[src/rtl/sd_clock_gen.sv]
// SDCLK generator in the 2x base clock domain: divided/programmable half-period,
// stop/pause only at phase ends with full low phases, registered edge strobes.
module sd_clock_gen #(
  parameter int DivWidth = 10
) (
  input  logic                clk_i,
  input  logic                rst_i,
  input  logic                power_i,
  input  logic                enable_i,
  input  logic                pause_i,
  input  logic                mode_i,
  input  logic [DivWidth-1:0] freq_i,
  output logic                sdclk_o,
  output logic                rise_o,
  output logic                fall_o,
  output logic                active_o
);

  typedef enum logic [1:0] {IDLE, HIGH, LOW} state_t;

  localparam logic [DivWidth:0] ONE = {{DivWidth{1'b0}}, 1'b1};

  state_t            state;
  logic [DivWidth:0] half;
  logic [DivWidth:0] count;
  logic              stop;

  assign stop = !enable_i || pause_i;

  // Half-period in clk_i cycles; one extra bit so the largest setting cannot wrap.
  always_comb begin
    half = ONE;
    if (mode_i) begin
      half = {1'b0, freq_i} + ONE;
    end else if (freq_i != '0) begin
      half = {freq_i, 1'b0};
    end
  end

  always_ff @(posedge clk_i or posedge rst_i) begin
    if (rst_i) begin
      state    <= IDLE;
      count    <= ONE;
      sdclk_o  <= 1'b0;
      rise_o   <= 1'b0;
      fall_o   <= 1'b0;
      active_o <= 1'b0;
    end else begin
      rise_o <= 1'b0;
      fall_o <= 1'b0;
      if (!power_i) begin
        state    <= IDLE;
        count    <= ONE;
        sdclk_o  <= 1'b0;
        active_o <= 1'b0;
        fall_o   <= sdclk_o;
      end else begin
        case (state)
          // count > 1 here means a low phase carried over from a stop is still running
          IDLE: begin
            if (count > ONE) begin
              count <= count - ONE;
            end else if (!stop) begin
              state    <= HIGH;
              count    <= half;
              sdclk_o  <= 1'b1;
              rise_o   <= 1'b1;
              active_o <= 1'b1;
            end
          end
          HIGH: begin
            if (count == ONE) begin
              state    <= stop ? IDLE : LOW;
              count    <= half;
              sdclk_o  <= 1'b0;
              fall_o   <= 1'b1;
              active_o <= !stop;
            end else begin
              count <= count - ONE;
            end
          end
          LOW: begin
            if (count == ONE) begin
              if (stop) begin
                state    <= IDLE;
                count    <= ONE;
                active_o <= 1'b0;
              end else begin
                state   <= HIGH;
                count   <= half;
                sdclk_o <= 1'b1;
                rise_o  <= 1'b1;
              end
            end else begin
              count <= count - ONE;
            end
          end
          default: begin
            state    <= IDLE;
            count    <= ONE;
            sdclk_o  <= 1'b0;
            active_o <= 1'b0;
          end
        endcase
      end
    end
  end

endmodule
[config.mk]
export PLATFORM = sky130hd
export DESIGN_NAME = sd_clock_gen
export DESIGN_NICKNAME = d
export VERILOG_FILES = /design/src/rtl/sd_clock_gen.sv
export SDC_FILE = /design/constraint.sdc
export NUM_CORES = 1
export LEC_CHECK = 0
export ABC_CLOCK_PERIOD_IN_PS = 2200
export CAP_MARGIN = 20
export CORE_UTILIZATION = 51
export CTS_BUF_LIST = sky130_fd_sc_hd__clkbuf_2 sky130_fd_sc_hd__clkbuf_4 sky130_fd_sc_hd__clkbuf_8
export DETAILED_ROUTE_END_ITERATION = 16
export PLACE_DENSITY = 0.78
export SLEW_MARGIN = 20
export SYNTH_ARGS = -nofsm -noshare
export SYNTH_HDL_FRONTEND = slang
export SYNTH_SLANG_ARGS = --single-unit
[constraint.sdc]
create_clock -name clk_i -period 2.2 [get_ports clk_i]
set_clock_uncertainty 0.15 [all_clocks]
set_input_delay 0.22 -clock clk_i [delete_from_list [all_inputs] [get_ports clk_i]]
set_output_delay 0.22 -clock clk_i [all_outputs]
set_load 0.03 [all_outputs]
# --- Word-level counts from Yosys, hierarchy flattened ---
# Cells that the tools add are included.
totals:
  register_bits: 17
  latch_bits: 0
  mem_bits_rw: 0
  mem_bits_ro: 0
  in_bits: 16
  out_inout_bits: 4
  word_cells: 64
  n_memories: 0
classes:
  addsub: 2
  mul: 0
  div: 0
  order_cmp: 1
  n_eq_ne: 9
  n_shift: 0
  n_mux: 38
  bitwise_logic: 0
  n_reduce_logical: 8
ops:
  columns: ["operator", "count"]
  rows:
  - ["two-way mux 11 bit", 8]
  - ["case mux 11 bit (3 select lines)", 1]
  - ["two-way mux 1 bit", 19]
  - ["inequality test 3 bit (second input constant)", 5]
  - ["two-way mux 2 bit", 6]
  - ["adder 10 x 1 -> 11 bit (second input constant)", 1]
  - ["equality test 11 x 1 -> 1 bit (second input constant)", 1]
  - ["greater-than comparator 11 x 1 -> 1 bit (second input constant)", 1]
  - ["subtractor 11 x 1 -> 11 bit (second input constant)", 1]
  - ["nonzero test 10 bit", 1]
  - ["case mux 1 bit (3 select lines)", 2]
  - ["case mux 2 bit (3 select lines)", 1]
  - ["AND reduction 5 bit", 1]
  - ["inequality test 4 bit (second input constant)", 1]
  - ["AND reduction 4 bit", 1]
  - ["AND reduction 3 bit", 1]
  - ["equality test 2 x 1 -> 1 bit (second input constant)", 1]
  - ["equality test 2 bit (second input constant)", 1]
  - ["zero test 1 bit", 2]
  - ["zero test 2 bit", 1]
  - ["case mux 1 bit (2 select lines)", 1]
  - ["logical OR 1 bit", 1]

# --- Logic depth before layout (Yosys ltp) ---
# Gate-level depths: netlist (run 1).
depth:
  word_depth: 7
  depth_mapped: 8
  ltp_nobuf: 7

# --- Least setup slack after synthesis (run 1) ---
# Ideal clock, no wire load.
synth_path:
  kind: "reg-to-reg"
  start: "register count[1]"
  end: "register count[10]"
  setup_ns: 0.074
  arrival_ns: 1.968
  t_required_ns: 1.976
  setup_slack_ns: 0.008
  stages_incl_launch_ff: 9
  path_buffers: 1
  synth_period_minus_slack_ns: 2.192
  path_cell_list: "dfrtp_1 > inv_1 > ha_1 > clkbuf_1 > o21ba_1 > nor4_1 > a21o_2 > or4b_4 > o21ai_2"
synth_between:
  elab_chain_len: 4
  word_cells_on_any_way: 9
  cone_classes: "add/sub (1); order compare (1); eq/ne (2); mux (5)"
synth_lines:
  columns: ["item", "line_no", "rtl"]
  rows:
  - ["from (decl)", "25", "logic [DivWidth:0] count;"]
  - ["from (signal assigned)", "62", "count <= count - ONE;"]
  - ["from (signal assigned)", "65", "count <= half;"]
  - ["from (signal assigned)", "74", "count <= half;"]
  - ["subtractor 11 x 1 -> 11 bit (tied with other cells)", "62, 79, 95", null]
  - ["two-way mux 11 bit, on equally long branches", "83, 61, 72", null]
  - ["case mux 11 bit (3 select lines)", "58", "case (state)"]
  - ["two-way mux 11 bit", "51", "if (!power_i) begin"]
# Parallel ways exist; a longest one is shown, timed or not.
# A chain may end at the register's enable or synchronous reset.

# --- Final worst setup path (run 1) ---
layout_path:
  start: "register state[0]"
  end: "register count[10]"
layout_between:
  elab_chain_len: 3
  word_cells_on_any_way: 6
  cone_classes: "eq/ne (3); mux (2); reduce/logical (1)"
layout_lines:
  columns: ["item", "line_no", "rtl"]
  rows:
  - ["from (decl)", "23", "state_t state;"]
  - ["from (signal assigned)", "73", "state <= stop ? IDLE : LOW;"]
  - ["equality test 2 bit (tied with other cells)", "58", null]
  - ["case mux 11 bit (3 select lines)", "58", null]
  - ["two-way mux 11 bit", "51", null]
# Parallel ways exist; a longest one is shown, timed or not.

==> impl_metrics.py, run 1 <==
metrics = {
    "cells_and_area": {
        "n_antenna_cell": 0,
        "syn2layout_area_growth_pct": 30.9,
        "instances_no_fill": 251,
        "drive_gt1_frac": 0.227,
        "final_nets": 241,
        "final_util": 0.697,
    },
    "power": {
        "combPwrFrac": 0.674,
        "power.switching_mw": 0.882,
        "pwr-share-seq": 0.234,
        "power.internal_mw": 1.09,
        "power_density_nw_per_um2": 1040,
        "swShare": 0.446,
        "p_leak_nw": 0.806,
        "ir_worst_vdd_v": 0.000935,
        "pwr-share-clk": 0.092,
    },
    "run": {
        "drv_cap": 0,
    },
    "drt": {
        "wl_per_cell_um": 16.2,
        "drt_wl_total_mm": 4.07,
        "drtIter0Drc": 75,
        "first_pass_iters": 4,
        "via_count": 1551,
        "vias_per_cell": 6.18,
        "drcViolationCount": 0,
        "ant_nets": 0,
    },
    "outcome": {
        "status": "finished, final reports clean",
    },
    "global_routing": {
        "antenna_found_initial": 0,
        "grt_pass1_wl_mm": 7.16,
        "grt_usage": 0.292,
        "grt_pass1_vias": 1490,
        "grt_overflow_total": 0,
        "grt_start_max_net_pins": 18,
    },
    "worst_setup_path": {
        "slowest_stage": "or3b_2",
        "startpoint_type": "flop",
        "crit_buf_inv": 0,
        "end_kind": "flop",
        "critPathMaxStageDelay_ps": 500,
        "rrSetupSlack_ps": 110,
        "crit_required_ps": 2290,
        "reg2regPathDepth": 5,
        "crit_chain": "or3b_2 > a21boi_1 > o21ai_4 > or4b_4 > o21ai_2",
        "worstPathArrival_ps": 2170,
        "cp_top_family": "simple AND/OR/NAND/NOR gates",
        "worstSetupPathType": "reg2reg",
        "critPathMaxFanout": 5,
        "worstSetupPathDepth": 5,
    },
    "placement": {
        "globalplace.congestion": 0.916,
        "port_buffers": 19,
        "dp_hpwl_mm": 3.13,
        "placed_cells": 247,
    },
    "yosys": {
        "synthTopCellsByArea": "dfrtp_1 28%, nand2_1 4.1%, nor2_1 3.6%",
        "netlist_instances": 175,
        "ys_seq_elements": 17,
        "synth_top_area_share": 0.275,
        "synth-main-ff-cell": "dfrtp_1",
        "synth_area_per_cell_um2": 8.32,
        "synth_top_area_cell": "dfrtp_1",
        "synthArstFlopShare": 1.00,
        "synth-edff-count": 0,
        "syn-cell-area_um2": 1460,
        "synth-seq-area-share": 0.293,
        "synth-warning-count": 0,
        "ys_types": 57,
        "syn-num-nets": 195,
    },
    "clock_network": {
        "clockRootBuffer": "clkbuf_4",
        "cts_setup_buffers": 0,
        "htree_levels": 1,
        "clockBufferDepth": 2,
        "clk_latency_ps": 300,
        "cts_buffers": 3,
        "path_clk_slew_ps": 100,
        "cts_tree": "yes",
        "clock-sinks": 17,
    },
    "sta": {
        "slew_headroom": 0.564,
        "tightest_slew_ps": 653,
        "max_clock_freq_mhz": 479,
        "fin_crit_ps": 2090,
        "rsz0062_at_grt": "no",
        "setup_viol": 0,
        "hold_viol": 0,
        "slew_viol_final": 0,
        "fin_crit_sh": 0.949,
        "whs_ps": 154,
    },
    "floorplan": {
        "rows": 19,
        "core_area_um2": 2730,
        "die_w_um": 55.4,
        "initial_core_util": 0.532,
        "die_y_um": 55.4,
        "die_area_um2": 3070,
        "io_pins": 20,
    },
    "hold_path": {
        "hold_path_class": "in2async",
    },
}
==> metal layers <==
| layer | vias to the layer above | wire length [µm] | global-route usage |
|---|---|---|---|
| met5 | - | 0 | 0 |
| met4 | 0 | 29 | 0.0393 |
| met3 | 4 | 242 | 0.0515 |
| met2 | 54 | 1870 | 0.444 |
| met1 | 747 | 1920 | 0.444 |
| li1 | 746 | - | - |
==> stage by stage <==
step | worst slack (ps) | area (µm²) | TNS (ps) | total power, mW
2_1_floorplan | 7.60 | 1460 | 0 | 1.31
3_3_place_gp | -33.7 | 1870 | -39.0 | 1.71
3_5_place_dp | -43.3 | 1870 | -95.2 | 1.75
4_1_cts | 111 | 1900 | 0 | 1.96
5_1_grt | 45.3 | 1900 | 0 | 2.14
6_report | 112 | 1900 | 0 | 1.98
==> synthesized netlist by cell type (2+ instances only) <==
cell       count
dfrtp_1       16
nand2_1       16
nor2_1        14
a21oi_1       10
nand3_1        7
o21ai_0        7
inv_1          6
nor3_1         6
xor2_1         6
clkbuf_1       5
nor4_1         5
a31oi_1        4
ha_1           4
nand4_1        4
o21a_1         4
mux2i_1        3
nand2b_1       3
nor2b_1        3
o22a_1         3
xnor2_1        3
a211oi_1       2
a21boi_1       2
a31o_2         2
and3_1         2
nand4b_1       2
o211ai_1       2
o22ai_1        2
o2bb2ai_1      2
o31ai_1        2
==> area by class of cell <==
| class | instances | area, µm² |
|---|---|---|
| inverters | 7 | 26.3 |
| fillers | 213 | 830 |
| flip-flops and latches | 17 | 427 |
| multi-input cells | 144 | 975 |
| clock buffers | 4 | 30.0 |
| repair buffers | 48 | 408 |
| well taps | 31 | 38.8 |
==> cell families after synthesis <==
logic type	Yosys count	synth area share
AND/OR/NAND/NOR	72	0.278
AO/OA/AOI/OAI	55	0.270
flip-flops	17	0.293
buffers and inverters	14	0.0421
XOR/XNOR	9	0.0542
multiplexers	4	0.0284
adder cells (fa/ha/maj)	4	0.0344
==> cells in the final DEF (no fill, tap or decap), types with 2 or more instances in the layout <==
| cell type | netlist | final |
|---|---|---|
| a21boi_1 | 2 | 2 |
| nand4_1 | 4 | 4 |
| nand2_1 | 16 | 16 |
| o2bb2ai_1 | 2 | 2 |
| mux2i_1 | 3 | 3 |
| xnor2_1 | 3 | 3 |
| nand2b_1 | 3 | 3 |
| a21oi_1 | 10 | 10 |
| a31oi_1 | 4 | 4 |
| o211ai_1 | 2 | 2 |
| clkdlybuf4s50_1 | 0 | 19 |
| o21ai_0 | 7 | 7 |
| nor2_1 | 14 | 14 |
| buf_4 | 0 | 29 |
| clkbuf_4 | 0 | 4 |
| o22a_1 | 3 | 3 |
| o22ai_1 | 2 | 2 |
| inv_1 | 6 | 6 |
| nor4_1 | 5 | 4 |
| a211oi_1 | 2 | 2 |
| ha_1 | 4 | 4 |
| o31ai_1 | 2 | 2 |
| nor3_1 | 6 | 6 |
| dfrtp_1 | 16 | 16 |
| xor2_1 | 6 | 6 |
| o21a_1 | 4 | 4 |
| nor4_2 | 1 | 2 |
| nand3_1 | 7 | 7 |
| a31o_2 | 2 | 2 |
| nand4b_1 | 2 | 2 |
| nor2b_1 | 3 | 3 |
==> power by group through the flow <==
stage / clock network [mW] / logic, mW / registers, mW
after global placement: 0 / 1.25 / 0.464
after floorplan: 0 / 0.824 / 0.490
after global routing: 0.202 / 1.46 / 0.473
final: 0.181 / 1.33 / 0.463
after detailed placement: 0 / 1.29 / 0.468
after CTS: 0.190 / 1.31 / 0.462
==> timing repair <==
action | in CTS | in global routing
hold buffers | 0 | 0
endpoints found under the setup margin | 1 | 1
cloned | 0 | 0
resized for setup | 1 | 1
==> sequential cells by signal (all words and copies together), names as in the netlist <==
register / cells
state: 2
active_o: 1
rise_o: 1
sdclk_o: 1
fall_o: 1
count: 11
==> worst paths after layout <==
check,start,endpoint
worst min-delay path,rst_i,count[10]
worst min register to register,sdclk_o,sdclk_o
worst max-delay path,state[0],count[10]
worst max register to register,state[0],count[10]
max in group asynchronous,rst_i,count[5]
min in group clk_i,sdclk_o,sdclk_o
(Power assumes the default switching activity.)
==> run 2, diff against run 1 <==
- CAP_MARGIN: 20 -> 40
- CORE_UTILIZATION: 51 -> 45
- PLACE_DENSITY: 0.78 -> 0.7
==> run 2 against run 1 <==
Worst setup slack improved by 23 ps. Combinational power about the same. Sequential cell count unchanged. Die area increased by 13%. Non-clock buffer count decreased by 1. Clock power decreased by 3%. Highest routed layer unchanged.
==> impl_metrics.py, run 2 (same netlist as run 1, synthesis figures left out) <==
metrics = {
    "outcome": {
        "status": "finished, final reports clean",
    },
    "power": {
        "power_density_nw_per_um2": 1020,
        "fin_total_pwr_mw": 1.96,
        "ir_worst_vdd_v": 0.000625,
        "p_leak_nw": 0.801,
    },
    "drt": {
        "via_count": 1533,
        "first_pass_iters": 4,
        "drtIter0Drc": 76,
        "ant_nets": 0,
        "vias_per_cell": 5.83,
        "drcViolationCount": 0,
        "wl_per_cell_um": 15.0,
        "drt_wl_total_mm": 3.94,
    },
    "cells_and_area": {
        "fill_cells": 281,
        "final_nets": 240,
        "regMostFlops": "count",
        "syn2layout_area_growth_pct": 31.3,
        "final_util": 0.626,
        "largest_register_ffs": 11,
        "design_area_um2": 1910,
        "drive_gt1_frac": 0.224,
        "n_antenna_cell": 0,
        "instances_no_fill": 263,
        "final_common_cell": "buf_4",
        "layout_common_cells": "28 x buf_4, 19 x clkdlybuf4s50_1, 16 x nand2_1, 16 x dfrtp_1, 14 x nor2_1",
        "reg_top3": "count: 11 flops, state: 2 flops",
    },
    "clock_network": {
        "cts_hold_buf": 0,
        "cts_tree": "yes",
        "clock-sinks": 17,
        "clk_latency_ps": 310,
        "clockBufferDepth": 2,
        "clockRootBuffer": "clkbuf_4",
        "cts_buffers": 3,
        "htree_levels": 1,
        "path_clk_slew_ps": 110,
    },
    "floorplan": {
        "initial_core_util": 0.477,
        "core_area_um2": 3050,
        "die_area_um2": 3470,
        "die_w_um": 58.9,
        "io_pins": 20,
        "rows": 20,
        "die_y_um": 58.9,
    },
    "sta": {
        "fin_crit_sh": 0.938,
        "tightest_slew_ps": 690,
        "max_clock_freq_mhz": 484,
        "slew_viol_final": 0,
        "fin_crit_ps": 2060,
        "setup_viol": 0,
        "tns_ps": 0,
        "hold_viol": 0,
        "slew_headroom": 0.539,
    },
    "global_routing": {
        "grt_pass1_wl_mm": 6.47,
        "grt_start_max_net_pins": 18,
        "antenna_found_initial": 0,
        "grt_overflow_total": 0,
        "grt_pass1_vias": 1400,
        "grt_usage": 0.246,
    },
    "worst_setup_path": {
        "crit_required_ps": 2220,
        "critPathMaxFanout": 6,
        "worstSetupPathType": "reg2reg",
        "slowest_stage": "dfrtp_1",
        "end_kind": "flop",
        "worstPathArrival_ps": 2090,
        "crit_chain": "nor4_4 > and3_2 > buf_4 > a21oi_1 > nand3_1 > o32ai_1",
        "critPathMaxStageDelay_ps": 480,
        "startpoint_type": "flop",
    },
    "placement": {
        "globalplace.congestion": 0.940,
        "postPlaceCellArea_um2": 1880,
        "placed_cells": 259,
        "dp_hpwl_mm": 3.10,
        "port_buffers": 19,
    },
    "run": {
        "drv_cap": 0,
    },
    "hold_path": {
        "hold_path_class": "in2async",
    },
}
## run 2: worst max-delay path, delay by kind of cell, from the launching register on
kind,cells,cell delay (ps)
AO/OA/AOI/OAI,2,230
AND/OR/NAND/NOR,3,920
buffers and inverters,1,150
flip-flops,1,480
## run 2: final cells by class
class	count	area (µm²)	share of cell area
Tap cell	44	55.1	0.0288
Clock inverter	1	5.00	0.00262
Inverter	7	26.3	0.0138
Clock buffer	3	22.5	0.0118
Sequential cell	17	427	0.223
Multi-Input combinational cell	144	975	0.510
Timing Repair Buffer	47	400	0.210
## run 2: where the power goes
part	leakage (nW)	total (mW)	switching, mW	internal (mW)
Clock	0.0177	0.175	0.107	0.0679
Sequential	0.228	0.459	0.0673	0.391
Combinational	0.555	1.32	0.705	0.618
Total	0.801	1.96	0.879	1.08
## run 2: what timing repair did
action                     4_1_cts  5_1_grt
resized for setup                0        2
setup endpoints to repair        0        9
buffers inserted                 0        0
## run 2: layer usage
layer / track usage / wire (µm) / share of wire / vias to the layer above
met5: 0 / 0 / 0 / -
met4: 0.0544 / 39 / 0.0099 / 0
met3: 0.0440 / 218 / 0.055 / 7
met2: 0.401 / 1870 / 0.47 / 49
met1: 0.341 / 1810 / 0.46 / 729
li1: - / - / - / 748
## run 2: stage by stage
stage	worst slack [ps]	hold WS [ps]
finish	136	150
global route	-0.479	215
CTS	38.9	178
detailed placement	-89.7	380
global placement	-30.8	374
floorplan	7.60	-4.66
## run 2: path summary, 6_finish.rpt
kind | start | endpoint | slack (ps) | depth (start not counted)
max | count[2] | count[8] | 140 | 6
min | rst_i | count[1] | 150 | 2
max reg2reg | count[2] | count[8] | 140 | 6
min reg2reg | sdclk_o | sdclk_o | 400 | 2
max in group asynchronous | rst_i | state[0] | 1290 | 2
min in group clk_i | sdclk_o | sdclk_o | 400 | 2
